[src/rtl/serial_subtractor.sv]
// serial_subtractor: bit-serial LSB-first W-bit subtractor; signed overflow output when SERIAL_SUB_OVF_EN is defined
module serial_subtractor #(
    parameter int W = 8
) (
    input  logic         clk,
    input  logic         rst_n,
    input  logic         start,
    input  logic [W-1:0] a,
    input  logic [W-1:0] b,
    output logic         busy,
    output logic         done,
    output logic [W-1:0] diff,
    output logic         borrow
`ifdef SERIAL_SUB_OVF_EN
    ,
    output logic         ovf
`endif
);
    localparam int CW = $clog2(W);
    typedef enum logic [1:0] {IDLE, SHIFT, DONE} state_t;
    state_t state, state_nx;
    logic [W-1:0] sa, sb;
    logic [CW-1:0] cnt;
    logic bf, load, last, d, bf_nx;
    // Full-subtractor cell on the current LSBs, FSM next state and status decode
    always_comb begin
        load = start && (state != SHIFT);
        last = (state == SHIFT) && (cnt == CW'(W - 1));
        d = sa[0] ^ sb[0] ^ bf;
        bf_nx = (~sa[0] & sb[0]) | (~(sa[0] ^ sb[0]) & bf);
        busy = state == SHIFT;
        done = state == DONE;
        state_nx = load ? SHIFT : last ? DONE : (state == DONE) ? IDLE : state;
    end
    // State register
    always_ff @(posedge clk or negedge rst_n) begin
        if (!rst_n) state <= IDLE;
        else state <= state_nx;
    end
    // Operand shifters; the minuend register doubles as the result register, its vacated MSB taking each new difference bit
    always_ff @(posedge clk or negedge rst_n) begin
        if (!rst_n) begin
            sa <= '0;
            sb <= '0;
            bf <= 1'b0;
            cnt <= '0;
        end else if (load) begin
            sa <= a;
            sb <= b;
            bf <= 1'b0;
            cnt <= '0;
        end else if (state == SHIFT) begin
            sa <= {d, sa[W-1:1]};
            sb <= {1'b0, sb[W-1:1]};
            bf <= bf_nx;
            cnt <= cnt + CW'(1);
        end
    end
    // Visible results update only on the completion edge; on that edge sa[0]/sb[0] still hold the operand MSBs
    always_ff @(posedge clk or negedge rst_n) begin
        if (!rst_n) begin
            diff <= '0;
            borrow <= 1'b0;
`ifdef SERIAL_SUB_OVF_EN
            ovf <= 1'b0;
`endif
        end else if (last) begin
            diff <= {d, sa[W-1:1]};
            borrow <= bf_nx;
`ifdef SERIAL_SUB_OVF_EN
            ovf <= (sa[0] ^ sb[0]) & (sa[0] ^ d);
`endif
        end
    end
endmodule

[config.mk]
export PLATFORM = sky130hd
export DESIGN_NAME = serial_subtractor
export DESIGN_NICKNAME = d
export VERILOG_FILES = /design/src/rtl/serial_subtractor.sv
export SDC_FILE = /design/constraint.sdc
export NUM_CORES = 1
export LEC_CHECK = 0
export ABC_CLOCK_PERIOD_IN_PS = 1500
export CORE_MARGIN = 1.5
export CORE_UTILIZATION = 46
export DETAILED_ROUTE_END_ITERATION = 6
export GPL_ROUTABILITY_DRIVEN = 0
export PLACE_DENSITY = 0.82
export SKIP_LAST_GASP = 1
export SLEW_MARGIN = 25
export SYNTH_ARGS = -nofsm -noshare
export SYNTH_HDL_FRONTEND = slang
export SYNTH_SLANG_ARGS = --single-unit
[constraint.sdc]
create_clock -name clk -period 1.5 [get_ports clk]
set_clock_uncertainty 0.15 [all_clocks]
set_input_delay 0.225 -clock clk [delete_from_list [all_inputs] [get_ports clk]]
set_output_delay 0.225 -clock clk [all_outputs]
set_load 0.05 [all_outputs]
==> results.yml <==
final_layout:
  layout.cells.non_filler: 188
  syn2layout_area_growth_pct: 45.6
  post-route-util_pct: 71.9
  nets: 165
  final_area_mm2: 0.00223
  drive_gt1_share_pct: 54.2
  n_antenna_cell: 0
yosys:
  ys_warn_count: 0
  yosys.area.top_type: "dfrtp_1"
  netlist_top_cells_area: "dfrtp_1 51%, mux2_4 23%, mux2_2 12%, mux2i_1 2.6%, nand2b_1 2.0%"
  synth_cell_types: 16
  yosysMostFrequentCell: "dfrtp_1"
  yosys-top-cells-count: "31 x dfrtp_1, 23 x mux2_4, 17 x mux2_2"
  synth_area_per_cell_um2: 15.5
  syn-num-nets: 121
  syn_area_mm2: 0.00153
  async_reset_ff_share_pct: 100
  synth_edf_count: 0
  yosys.area.top_type_share_pct: 50.7
  ys_ff_latch: 31
  syn_inst: 99
  synth_flop_cell: "dfrtp_1"
  ys_seq_area_share_pct: 50.7
clock_network:
  cts_tree: "done"
  clock_latency_ps: 340
  htreeDepth: 2
  cts_made_buffers: 5
  cts_hold_buf: 0
  clk_pin_slew_ps: 100
  clockBufferDepth: 2
  cts_num_sinks: 31
  clockRootBuffer: "clkbuf_4"
route:
  wire_per_inst_um: 16.0
  route.detailed.drc: 0
  num_vias: 936
  drt_pass1_iterations: 5
  detail-route-antenna-nets: 0
  drt_first_iter_violations: 36
  wl_um: 3010
  vias_per_cell: 4.98
timing:
  worstMarginPinSlew_ps: 179
  worst_slack_ps: -130
  fmax_mhz: 613
  fin_crit_ps: 1630
  finalSetupViolCount: 11
  fin_tns_setup_ps: -1060
  slew_viol_final: 0
  final-hold-violation-count: 0
  period_share_pct: 109
  rsz0062_at_grt: "yes"
  relSlewSlack_pct: 88.0
worst_setup_path:
  critPathCapture: "diff[4]"
  required_ps: 1580
  crit_arrival_ps: 1710
  r2r_slack_ps: -130
  setup.worst_path.start_class: "flip-flop"
  timing.rr.start: "cnt[1]"
  end_kind: "flip-flop"
  timing.rr.end: "diff[4]"
  path_max_fanout: 6
  startpoint: "cnt[1]"
  path_class: "flip-flop to flip-flop"
  rr_worst_depth: 5
floorplan:
  die_width_um: 60.7
  rows: 20
  initial_core_util_pct: 49.4
  dieArea_mm2: 0.00368
  core_area_mm2: 0.00310
  ios: 30
  die_y_um: 60.7
min_path:
  hp-class: "input pin to asynchronous set/reset pin"
grt:
  grt_first_pass_wirelength_um: 4730
  overflow: 0
  grt_max_degree: 32
  grt_usage_pct: 18.5
  grt_pass1_vias: 1004
  antenna_found_initial: 0
power_and_ir_drop:
  peakVddDrop_mv: 1.49
  p_leak_nw: 1.05
  power_density_mw_per_mm2: 2460
  power_mw: 5.49
flow_run:
  maxCapViolations: 0
status:
  failed_checks: "negative setup slack"
  outcome: "finished with violations"
placed_design:
  place_area_mm2: 0.00203
  place_hpwl_um: 1990
  port_buffers: 29
  place_inst: 175
## cell type report
type,count,area (um2)
Fill cell,219,873
Sequential cell,31,777
Timing Repair Buffer,42,538
Inverter,4,15.0
Clock buffer,6,51.3
Multi-Input combinational cell,59,758
Tap cell,44,55.1
Clock inverter,2,35.0
## cell usage in the layout (no fill, tap or decap), drive strengths merged
cell type	count
bufinv	1
nand2b	5
inv	4
mux2i	4
clkbuf	6
nor2	1
mux2	40
a21boi	1
nand3b	1
fa	1
o21a	1
buf	24
ha	2
dfrtp	31
clkdlybuf4s50	18
nor2b	3
clkinv	1
## power breakdown
group | switching [mW] | internal [mW] | leakage [nW] | total (mW)
clock | 0.296 | 0.394 | 0.0482 | 0.690
sequential | 0.353 | 1.25 | 0.379 | 1.60
combinational | 1.29 | 1.90 | 0.620 | 3.20
## worst max-delay path: stages, from the launching register on
cell and delay (ps):
dfrtp_1 390, ha_2 200, ha_4 150, nand3b_1 150, buf_6 170, mux2_4 310
## per-stage QoR
step	setup WS, ps	hold slack (ps)
2_1_floorplan	-20.2	-221
3_3_place_gp	-275	333
3_5_place_dp	-308	349
4_1_cts	-119	86.0
5_1_grt	-180	88.9
6_report	-130	94.9
## metal layers
| layer | vias to the layer above | share of wire [%] | GRT usage [%] |
|---|---|---|---|
| li1 | 426 | - | - |
| met4 | 0 | 2.6 | 10.9 |
| met2 | 28 | 51 | 31.3 |
| met1 | 473 | 42 | 21.2 |
| met5 | - | 0 | 0 |
| met3 | 9 | 4.4 | 4.26 |
## flip-flops by register name (all words and copies together), names as in the netlist
signal  count
bf          1
borrow      1
cnt         3
diff        8
sa          8
sb          8
state       2
## cells by family (layout without fill, tap and decap cells)
family	count (synthesis)	after routing	synth area share, %
buffers and inverters	9	54	3.76
AO/OA/AOI/OAI	2	2	0.981
AND/OR/NAND/NOR	10	10	4.00
flip-flops	31	31	50.7
multiplexers	44	44	37.7
adder cells (fa/ha/maj)	3	3	2.94
## repair_timing
| item | CTS | global route |
|---|---|---|
| pin swaps | 1 | 1 |
| resized for setup | 7 | 12 |
| setup endpoints to repair | 10 | 21 |
| setup buffers | 4 | 2 |
| cloned | 0 | 0 |
## how the worst min path moves through the flow
stage	startpoint	endpoint	slack, ps	depth (start not counted)
floorplan	rst_n	bf	-220	0
global placement	sb[1]	sb[0]	330	1
detailed placement	sb[3]	sb[2]	350	1
CTS	rst_n	diff[1]	90	2
global route	rst_n	bf	90	2
finish	rst_n	diff[3]	90	2
(Power assumes the default switching activity.)
